==> src/rtl/mdr_pkg.sv <==
// Shared types and constants for the MDR operation scheduler.
// Op codes double as the engine index for the one-hot start vector.
package mdr_pkg;

  localparam int unsigned DefaultDw      = 16;
  localparam int unsigned DefaultTimeout = 64;
  localparam int unsigned NumEng         = 3;

  localparam int unsigned EngMul  = 0;
  localparam int unsigned EngDiv  = 1;
  localparam int unsigned EngSqrt = 2;

  typedef enum logic [1:0] {
    OpMul  = 2'b00,
    OpDiv  = 2'b01,
    OpSqrt = 2'b10,
    OpInv  = 2'b11
  } mdr_op_e;

  typedef enum logic [2:0] {
    StIdle,
    StLoadX,
    StLoadY,
    StDispatch,
    StWait,
    StDone,
    StErr
  } mdr_state_e;

  function automatic logic [NumEng-1:0] eng_onehot(input mdr_op_e op);
    logic [NumEng-1:0] oh;
    oh = '0;
    case (op)
      OpMul:   oh[EngMul]  = 1'b1;
      OpDiv:   oh[EngDiv]  = 1'b1;
      OpSqrt:  oh[EngSqrt] = 1'b1;
      default: oh = '0;
    endcase
    return oh;
  endfunction

endpackage

==> src/rtl/mdr_op_scheduler_if.sv <==
// Host and engine-side signal bundle of the MDR scheduler.
// The scheduler uses the slave view; the host/engine side uses the master view.
interface mdr_op_scheduler_if #(
  parameter int unsigned DW = mdr_pkg::DefaultDw
);

  logic              start;
  logic [1:0]        op;
  logic              load;
  logic [DW-1:0]     data;
  logic              busy;
  logic              load_x;
  logic              load_y;
  logic [1:0]        eng_sel;
  logic [2:0]        eng_start;
  logic [DW-1:0]     eng_x;
  logic [DW-1:0]     eng_y;
  logic [2:0]        eng_ready;
  logic [2*DW-1:0]   eng_res;
  logic [DW-1:0]     eng_rem;
  logic [2*DW-1:0]   result;
  logic [DW-1:0]     remainder;
  logic              ready;
  logic              error;

  modport slave (
    input  start, op, load, data, eng_ready, eng_res, eng_rem,
    output busy, load_x, load_y, eng_sel, eng_start, eng_x, eng_y,
    output result, remainder, ready, error
  );

  modport master (
    output start, op, load, data, eng_ready, eng_res, eng_rem,
    input  busy, load_x, load_y, eng_sel, eng_start, eng_x, eng_y,
    input  result, remainder, ready, error
  );

endinterface

==> src/rtl/mdr_timeout_counter.sv <==
// Clear/enable up-counter with a terminal-count flag at TIMEOUT-1.
module mdr_timeout_counter #(
  parameter int unsigned TIMEOUT = mdr_pkg::DefaultTimeout
) (
  input  logic clk,
  input  logic rst,
  input  logic clr_i,
  input  logic en_i,
  output logic tc_o
);

  localparam int unsigned CntW = (TIMEOUT > 2) ? $clog2(TIMEOUT) : 1;

  logic [CntW-1:0] cnt_q, cnt_d;

  always_comb begin
    cnt_d = cnt_q;
    if (clr_i) begin
      cnt_d = '0;
    end else if (en_i) begin
      cnt_d = cnt_q + 1'b1;
    end
  end

  always_ff @(posedge clk or negedge rst) begin
    if (!rst) begin
      cnt_q <= '0;
    end else begin
      cnt_q <= cnt_d;
    end
  end

  assign tc_o = (cnt_q == CntW'(TIMEOUT - 1));

endmodule

==> src/rtl/mdr_op_scheduler.sv <==
// MDR operation sequencer: collects operands, starts one engine, waits for
// its ready under a timeout, and latches the result. All outputs are registered.
module mdr_op_scheduler
  import mdr_pkg::*;
#(
  parameter int unsigned DW      = DefaultDw,
  parameter int unsigned TIMEOUT = DefaultTimeout
) (
  input logic             clk,
  input logic             rst,
  mdr_op_scheduler_if.slave bus
);

  mdr_state_e      state_q, state_d;
  mdr_op_e         sel_q, sel_d;
  logic [DW-1:0]   x_q, x_d, y_q, y_d;
  logic [2*DW-1:0] res_q, res_d;
  logic [DW-1:0]   rem_q, rem_d;
  logic            busy_q, busy_d;
  logic            load_x_q, load_x_d;
  logic            load_y_q, load_y_d;
  logic [2:0]      eng_start_q, eng_start_d;
  logic            ready_q, ready_d;
  logic            error_q, error_d;

  logic cnt_en, cnt_tc, sel_ready;

  // Counter runs through DISPATCH and WAIT so it reads 1 in the first WAIT cycle,
  // making ERR land exactly TIMEOUT cycles after DISPATCH.
  assign cnt_en    = (state_q == StDispatch) || (state_q == StWait);
  assign sel_ready = |(eng_onehot(sel_q) & bus.eng_ready);

  mdr_timeout_counter #(
    .TIMEOUT (TIMEOUT)
  ) u_timeout (
    .clk   (clk),
    .rst   (rst),
    .clr_i (!cnt_en),
    .en_i  (cnt_en),
    .tc_o  (cnt_tc)
  );

  always_comb begin
    state_d = state_q;
    sel_d   = sel_q;
    x_d     = x_q;
    y_d     = y_q;
    res_d   = res_q;
    rem_d   = rem_q;
    error_d = error_q;

    case (state_q)
      StIdle: begin
        if (bus.start) begin
          sel_d   = mdr_op_e'(bus.op);
          error_d = 1'b0;
          state_d = (mdr_op_e'(bus.op) == OpInv) ? StErr : StLoadX;
        end
      end
      StLoadX: begin
        if (bus.load) begin
          x_d = bus.data;
          if (sel_q == OpSqrt) begin
            y_d     = '0;
            state_d = StDispatch;
          end else begin
            state_d = StLoadY;
          end
        end
      end
      StLoadY: begin
        if (bus.load) begin
          y_d     = bus.data;
          state_d = ((sel_q == OpDiv) && (bus.data == '0)) ? StErr : StDispatch;
        end
      end
      StDispatch: state_d = StWait;
      StWait: begin
        // Ready takes priority over a coincident timeout.
        if (sel_ready) begin
          res_d   = bus.eng_res;
          rem_d   = (sel_q == OpMul) ? '0 : bus.eng_rem;
          state_d = StDone;
        end else if (cnt_tc) begin
          state_d = StErr;
        end
      end
      StDone:  state_d = StIdle;
      StErr:   state_d = StIdle;
      default: state_d = StIdle;
    endcase

    if (state_d == StErr) begin
      error_d = 1'b1;
      res_d   = '0;
      rem_d   = '0;
    end

    busy_d      = (state_d != StIdle);
    load_x_d    = (state_d == StLoadX);
    load_y_d    = (state_d == StLoadY);
    eng_start_d = (state_d == StDispatch) ? eng_onehot(sel_d) : 3'b000;
    ready_d     = (state_d == StDone) || (state_d == StErr);
  end

  always_ff @(posedge clk or negedge rst) begin
    if (!rst) begin
      state_q     <= StIdle;
      sel_q       <= OpMul;
      x_q         <= '0;
      y_q         <= '0;
      res_q       <= '0;
      rem_q       <= '0;
      busy_q      <= 1'b0;
      load_x_q    <= 1'b0;
      load_y_q    <= 1'b0;
      eng_start_q <= 3'b000;
      ready_q     <= 1'b0;
      error_q     <= 1'b0;
    end else begin
      state_q     <= state_d;
      sel_q       <= sel_d;
      x_q         <= x_d;
      y_q         <= y_d;
      res_q       <= res_d;
      rem_q       <= rem_d;
      busy_q      <= busy_d;
      load_x_q    <= load_x_d;
      load_y_q    <= load_y_d;
      eng_start_q <= eng_start_d;
      ready_q     <= ready_d;
      error_q     <= error_d;
    end
  end

  assign bus.busy      = busy_q;
  assign bus.load_x    = load_x_q;
  assign bus.load_y    = load_y_q;
  assign bus.eng_sel   = sel_q;
  assign bus.eng_start = eng_start_q;
  assign bus.eng_x     = x_q;
  assign bus.eng_y     = y_q;
  assign bus.result    = res_q;
  assign bus.remainder = rem_q;
  assign bus.ready     = ready_q;
  assign bus.error     = error_q;

endmodule

==> src/flat_wrapper.sv <==
// flat-port wrapper written by rule: the top's interface ports become plain ports
module mdr_op_scheduler_flat import mdr_pkg::*;
#(
  parameter int unsigned DW      = DefaultDw,
  parameter int unsigned TIMEOUT = DefaultTimeout
)
  (clk, rst, bus_start, bus_op, bus_load, bus_data, bus_eng_ready, bus_eng_res, bus_eng_rem, bus_busy, bus_load_x, bus_load_y, bus_eng_sel, bus_eng_start, bus_eng_x, bus_eng_y, bus_result, bus_remainder, bus_ready, bus_error);
  mdr_op_scheduler_if #(.DW(DW)) bus_i ();
  input logic clk;
  input logic rst;
  input wire logic [$bits(bus_i.start)-1:0] bus_start;
  input wire logic [$bits(bus_i.op)-1:0] bus_op;
  input wire logic [$bits(bus_i.load)-1:0] bus_load;
  input wire logic [$bits(bus_i.data)-1:0] bus_data;
  input wire logic [$bits(bus_i.eng_ready)-1:0] bus_eng_ready;
  input wire logic [$bits(bus_i.eng_res)-1:0] bus_eng_res;
  input wire logic [$bits(bus_i.eng_rem)-1:0] bus_eng_rem;
  output wire logic [$bits(bus_i.busy)-1:0] bus_busy;
  output wire logic [$bits(bus_i.load_x)-1:0] bus_load_x;
  output wire logic [$bits(bus_i.load_y)-1:0] bus_load_y;
  output wire logic [$bits(bus_i.eng_sel)-1:0] bus_eng_sel;
  output wire logic [$bits(bus_i.eng_start)-1:0] bus_eng_start;
  output wire logic [$bits(bus_i.eng_x)-1:0] bus_eng_x;
  output wire logic [$bits(bus_i.eng_y)-1:0] bus_eng_y;
  output wire logic [$bits(bus_i.result)-1:0] bus_result;
  output wire logic [$bits(bus_i.remainder)-1:0] bus_remainder;
  output wire logic [$bits(bus_i.ready)-1:0] bus_ready;
  output wire logic [$bits(bus_i.error)-1:0] bus_error;
  assign bus_i.start = bus_start;
  assign bus_i.op = bus_op;
  assign bus_i.load = bus_load;
  assign bus_i.data = bus_data;
  assign bus_i.eng_ready = bus_eng_ready;
  assign bus_i.eng_res = bus_eng_res;
  assign bus_i.eng_rem = bus_eng_rem;
  assign bus_busy = bus_i.busy;
  assign bus_load_x = bus_i.load_x;
  assign bus_load_y = bus_i.load_y;
  assign bus_eng_sel = bus_i.eng_sel;
  assign bus_eng_start = bus_i.eng_start;
  assign bus_eng_x = bus_i.eng_x;
  assign bus_eng_y = bus_i.eng_y;
  assign bus_result = bus_i.result;
  assign bus_remainder = bus_i.remainder;
  assign bus_ready = bus_i.ready;
  assign bus_error = bus_i.error;
  mdr_op_scheduler #(.DW(DW), .TIMEOUT(TIMEOUT)) u_core (.clk(clk), .rst(rst), .bus(bus_i));
endmodule
==> config.mk <==
export PLATFORM = sky130hd
export DESIGN_NAME = mdr_op_scheduler_flat
export DESIGN_NICKNAME = d
export VERILOG_FILES = /design/src/rtl/mdr_pkg.sv /design/src/rtl/mdr_op_scheduler_if.sv /design/src/rtl/mdr_timeout_counter.sv /design/src/rtl/mdr_op_scheduler.sv /design/src/flat_wrapper.sv
export SDC_FILE = /design/constraint.sdc
export NUM_CORES = 1
export LEC_CHECK = 0
export CAP_MARGIN = 20
export CORE_ASPECT_RATIO = 0.7
export CORE_UTILIZATION = 44
export CTS_CLUSTER_DIAMETER = 150
export DETAILED_ROUTE_END_ITERATION = 8
export GPL_ROUTABILITY_DRIVEN = 0
export PLACE_DENSITY = 0.89
export SYNTH_ARGS = -nofsm -noshare
export SYNTH_HDL_FRONTEND = slang
export SYNTH_SLANG_ARGS = --single-unit
==> constraint.sdc <==
create_clock -name clk -period 2.1 [get_ports clk]
set_clock_uncertainty 0.05 [all_clocks]
set_input_delay 0.315 -clock clk [delete_from_list [all_inputs] [get_ports clk]]
set_output_delay 0.315 -clock clk [all_outputs]
set_load 0.005 [all_outputs]
# Word level (Yosys, flattened, before mapping)
# Cells that the tools add are included.
[classes]
n_addsub = 1
n_eq_ne = 18
n_mux = 33
bitwise = 1
reduce_logical = 18
[op_table]
columns = ["cell", "count"]
rows = [
  ["two-way mux 16 bit", 7],
  ["two-way mux 32 bit", 3],
  ["case mux 16 bit (2 select lines)", 1],
  ["two-way mux 3 bit", 8],
  ["logical NOT 16 bit", 1],
  ["case mux 3 bit (5 select lines)", 1],
  ["== test 3 x 2 -> 1 bit (second input constant)", 4],
  ["two-way mux 1 bit", 10],
  ["nonzero test 2 bit", 5],
  ["== test 3 bit (second input constant)", 3],
  ["adder 6 x 1 -> 6 bit (second input constant)", 1],
  ["== test 2 bit (second input constant)", 3],
  ["== test 3 x 1 -> 1 bit (second input constant)", 2],
  ["== test 6 bit (second input constant)", 1],
  ["two-way mux 6 bit", 1],
  ["AND reduction 2 bit", 3],
  ["== test 2 x 1 -> 1 bit (second input constant)", 2],
  ["logical NOT 2 bit", 2],
  ["two-way mux 2 bit", 2],
  ["!= test 2 bit (second input constant)", 2],
  ["AND reduction 4 bit", 1],
  ["bitwise AND 3 bit", 1],
  ["logical NOT 3 bit", 1],
  ["nonzero test 3 bit", 1],
  ["4 further kinds", 5],
]
[word_totals]
reg_bits = 99
in_bits = 73
output_inout_bits = 90
elab_cells = 84

# Depth between registers and ports, before layout
[logic_depth]
ltp_word = 9
ltp_mapped = 9
mapped_depth_nobuf = 7

# Hierarchy
# A second synthesis with hierarchy kept.
[unflattened]
cells_unflattened = 417
area_unflattened_um2 = 4156.5
[modules_own_cells]
columns = ["mod", "n_inst", "cells_per_inst", "area_per_inst_um2", "seq_area_each_um2"]
rows = [
  ["mdr_op_scheduler", 1, 389, 3875.0, 2327.2],
  ["mdr_timeout_counter", 1, 28, 281.5, 150.1],
]

# Worst setup path after synthesis
# OpenSTA, ideal clock, no wires.
[synth_path]
kind = "register -> register"
from = "register u_core.state_q[0]"
to = "register u_core.rem_q[0] (netlist: u_core.bus.remainder[0])"
setup_time_ps = 119
arrival_time_ps = 1772
slack_ps = 159
stages_incl_launch_ff = 9
n_path_buf = 3
synth_period_minus_slack_ps = 1941
path_cell_list = "dfrtp_1 buf_2 nor3b_4 nand2_1 o311a_4 nor2_4 buf_6 buf_6 a21oi_2"
[synth_between]
elab_chain_len = 6
elab_cells_between_ends = 16
classes_between = "5 x eq/ne; 7 x mux; 4 x reduce/logical"
[synth_rtl]
columns = ["item", "line_no", "rtl"]
rows = [
  ["start: declaration", "mdr_op_scheduler.sv:14", "mdr_state_e state_q, state_d;"],
  ["start signal: assignment", "mdr_op_scheduler.sv:108", "state_q <= StIdle;"],
  ["start signal: assignment", "mdr_op_scheduler.sv:121", "state_q <= state_d;"],
  ["two-way mux 3 bit", "mdr_op_scheduler.sv:84", "end else if (cnt_tc) begin"],
  ["two-way mux 3 bit", "mdr_op_scheduler.sv:80", "if (sel_ready) begin"],
  ["case mux 3 bit (5 select lines)", "mdr_op_scheduler.sv:52", "case (state_q)"],
  ["== test 3 bit", "mdr_op_scheduler.sv:93", "if (state_d == StErr) begin"],
  ["nonzero test 2 bit (no source line)", "n/a", ""],
  ["AND reduction 2 bit (no source line)", "n/a", ""],
  ["end signal: assignment", "mdr_op_scheduler.sv:126", "rem_q <= rem_d;"],
  ["end: declaration", "mdr_op_scheduler.sv:18", "logic [DW-1:0] rem_q, rem_d;"],
]
# Several ways; a longest one is shown, not always the timed one.
# A chain may end at the register's enable or synchronous reset.

# Worst setup path in the final report
[layout_path]
from = "register u_core.u_timeout.cnt_q[0]"
to = "register u_core.ready_q (netlist: u_core.bus.ready)"
[layout_between]
elab_chain_len = 6
elab_cells_between_ends = 7
classes_between = "3 x eq/ne; 3 x mux; 1 x reduce/logical"
[layout_rtl]
columns = ["item", "line_no", "rtl"]
rows = [
  ["start: declaration", "mdr_timeout_counter.sv:14", "logic [CntW-1:0] cnt_q, cnt_d;"],
  ["start signal: assignment", "mdr_timeout_counter.sv:29", "cnt_q <= cnt_d;"],
  ["== test 6 bit (*)", "mdr_timeout_counter.sv:33", "assign tc_o = (cnt_q == CntW'(TIMEOUT - 1));"],
  ["two-way mux 3 bit (*)", "mdr_op_scheduler.sv:84", ""],
  ["two-way mux 3 bit (*)", "mdr_op_scheduler.sv:80", ""],
  ["case mux 3 bit (5 select lines) (*)", "mdr_op_scheduler.sv:52", ""],
  ["via u_core.state_d[1]", "mdr_op_scheduler.sv:14", ""],
  ["== test 3 bit", "mdr_op_scheduler.sv:103", "ready_d = (state_d == StDone) || (state_d == StErr);"],
  ["logical OR 1 bit (*)", "mdr_op_scheduler.sv:103", ""],
  ["via u_core.ready_d", "mdr_op_scheduler.sv:23", "logic ready_q, ready_d;"],
  ["end signal: assignment", "mdr_op_scheduler.sv:131", "ready_q <= ready_d;"],
  ["end: declaration", "mdr_op_scheduler.sv:23", ""],
]
# The timed path passes the listed nets; every way through them passes the cells marked *.

==> out/metrics.yaml <==
outcome:
  outcome: "finished clean"
power:
  peakVddDrop_mv: 0.696
  powerDensity_nw_per_um2: 1220
  p_leak_nw: 2.78
  total_power_mw: 8.02
routing:
  wl_met2_um: 6070
  final_antenna_net_count: 0
  vias: 3807
  routed-wl-met3_um: 686
  drt-total-wl_um: 11900
  routed.top_layer: "met4"
  wl_per_cell_um: 16.4
  drc: 0
  firstDrtPassIters: 5
  wirelength_met1_um: 4990
  via_per_inst: 5.23
  drt-initial-drc-count: 358
sta:
  setup_viol: 0
  rsz0062_at_grt: "false"
  hold_viol: 0
  finalCriticalPeriod_ps: 2050
  period_share_pct: 97.8
  maxSlewViolCount: 0
  postLayoutSetupSlackWorst_ps: 45.6
  worst_pin_slew_ps: 526
  slew_headroom_pct: 65.0
  whs_ps: 434
  max_freq_ghz: 0.487
floorplan:
  coreArea_um2: 9180
  start_util_pct: 46.1
  io_pins: 163
  num_rows: 29
  die_h_um: 84.0
  die_area_um2: 10000
  die_x_um: 119
final_layout:
  layout_common_cells: "clkdlybuf4s50_1 (161), nand2_1 (117), dfrtp_1 (98)"
  antennaDiodeCount: 0
  final_cells: 728
  syn_to_final_growth_pct: 54.8
  nets: 673
  drive_gt1_share_pct: 17.2
  layout_commonest_cell: "clkdlybuf4s50_1"
critical_path:
  crit_type: "flip-flop to flip-flop"
  arrival_ps: 2220
  crit_fanout: 4
  worstPathRequired_ps: 2270
  crit_path_end_kind: "flip-flop"
  start_kind: "flip-flop"
  regToRegSetupSlack_ps: 50
synthesis:
  yosysUniqueCellTypes: 42
  synth-seq-cells: 99
  ys_warn_count: 0
  syn_nets: 487
  syn_area_per_cell_um2: 10.2
  ys_seq_area_share_pct: 58.6
  syn_area_um2: 4230
  syn_inst: 413
place:
  dpl_worst_slack_ps: -251
  dp_cells: 711
  dp_hpwl_um: 8660
  numPortBuffers: 162
min_path:
  hold_class: "flip-flop to flip-flop"
clock_tree:
  clockBufferDepth: 2
  cts_tree: "yes"
  h-tree-depth: 3
  cts_sinks: 99
  clk_pin_slew_ps: 80
  numCtsBuffers: 9
  cts_root_buf: "clkbuf_16"
  cts_setup_buffers: 0
  worstSkewPairLatency_ps: 340
global_routing:
  grt_pass1_vias: 3916
  grt-ovfl-total: 0
  grt_use_total_pct: 24.3
  grt_pass1_wl_um: 19100
  antenna_found_initial: 0
  grt_max_degree: 62
flow_run:
  max-cap-violations: 0
[cells in the mapped netlist, drive strengths merged]
master   instances  area share (%)
nor4b            2            0.56
nand3           23             2.7
dfrtp           99              59
nor2            11             1.2
ha               1            0.30
nand3b           1            0.18
xnor2            1            0.21
o21ai           20             2.4
nor2b            4            0.59
o311a            1            0.50
inv              7            0.62
a21oi           50             7.7
a41oi            1            0.65
a2111oi          1            0.21
nor4             3            0.44
clkbuf          14             1.2
a211o            1            0.21
a31oi            1            0.15
nand4            1            0.15
and3             6            0.89
or2              2            0.30
a2bb2oi          1            0.21
nor4bb           2            0.47
mux2            16             4.3
o22ai            1            0.15
nor3b            1            0.44
a311oi           1            0.21
a22oi            1            0.18
nand2b           2            0.30
o21bai           1            0.18
buf             13             2.1
mux2i            2            0.47
xor2             3            0.62
nor3             1            0.12
nand2          117              10
a32oi            1            0.21
[critical path, stage by stage, from the launching register on]
cell      delay, ps
dfrtp_1         410
ha_1            240
nand3_1         140
o21ai_0         130
buf_4           170
a41oi_4         280
inv_1            90
a311oi_1        340
nor2_1           80
[state kept, by name, summed over array words and instances, names as in the netlist, 2 cells and up]
| signal | flops |
|---|---|
| u_core.bus.eng_start | 3 |
| u_core.state_q | 3 |
| u_core.bus.result | 32 |
| u_core.bus.eng_sel | 2 |
| u_core.u_timeout.cnt_q | 6 |
| u_core.bus.eng_x | 16 |
| u_core.bus.remainder | 16 |
| u_core.bus.eng_y | 16 |
[layout make-up]
type	count	area (µm²)
clock buffers	9	225
inverters	7	26.3
flip-flops and latches	99	2480
fillers	636	2630
repair buffers	202	1980
clock inverters	7	66.3
well taps	124	155
multi-input cells	280	1610
[cells by family after synthesis]
kind of cell / after synthesis / synth area share (%)
AO/OA/AOI/OAI: 81 / 12.9
XOR/XNOR: 4 / 0.828
buffers and inverters: 34 / 3.99
flip-flops: 99 / 58.6
adder cells (fa/ha/maj): 1 / 0.296
multiplexers: 18 / 4.73
AND/OR/NAND/NOR: 176 / 18.7
[power breakdown]
part	total, mW	internal (mW)	switching, mW	leakage (nW)
clock network	1.61	0.837	0.769	0.145
registers	2.96	2.53	0.424	1.30
logic	3.46	1.95	1.50	1.33
total	8.02	5.32	2.70	2.78
[worst paths after layout]
| path | startpoint | end | cells after the start |
|---|---|---|---|
| max in group asynchronous | rst | u_core.bus.result[23] | 3 |
| hold / removal | u_core.bus.eng_y[7] | u_core.bus.eng_y[7] | 2 |
| hold reg to reg | u_core.bus.eng_y[7] | u_core.bus.eng_y[7] | 2 |
| setup reg to reg | u_core.u_timeout.cnt_q[0] | u_core.bus.ready | 8 |
| setup / recovery | u_core.u_timeout.cnt_q[0] | u_core.bus.ready | 8 |
| min in group asynchronous | rst | u_core.bus.eng_x[6] | 3 |
[stage by stage]
step	instance area [µm²]	utilization, %	setup TNS (ps)
3_3_place_gp	6240	68.0	-8130
3_5_place_dp	6240	68.0	-11460
5_1_grt	6550	71.3	0
2_1_floorplan	4230	-	0
4_1_cts	6540	71.2	0
6_report	6550	71.3	0
[timing repair]
item / 4_1_cts / 5_1_grt
resized for setup: 0 / 3
endpoints found under the setup margin: 0 / 33
endpoints found under the hold margin: 61 / 0
hold buffers: 1 / 0
[per-layer routing]
layer  up-vias  GRT usage [%]
met5         -              0
met4         0           8.75
met3        17           5.05
met2       169           41.4
met1      1866           30.5
li1       1755              -
Note: power is estimated with default switching activity, not from simulation.
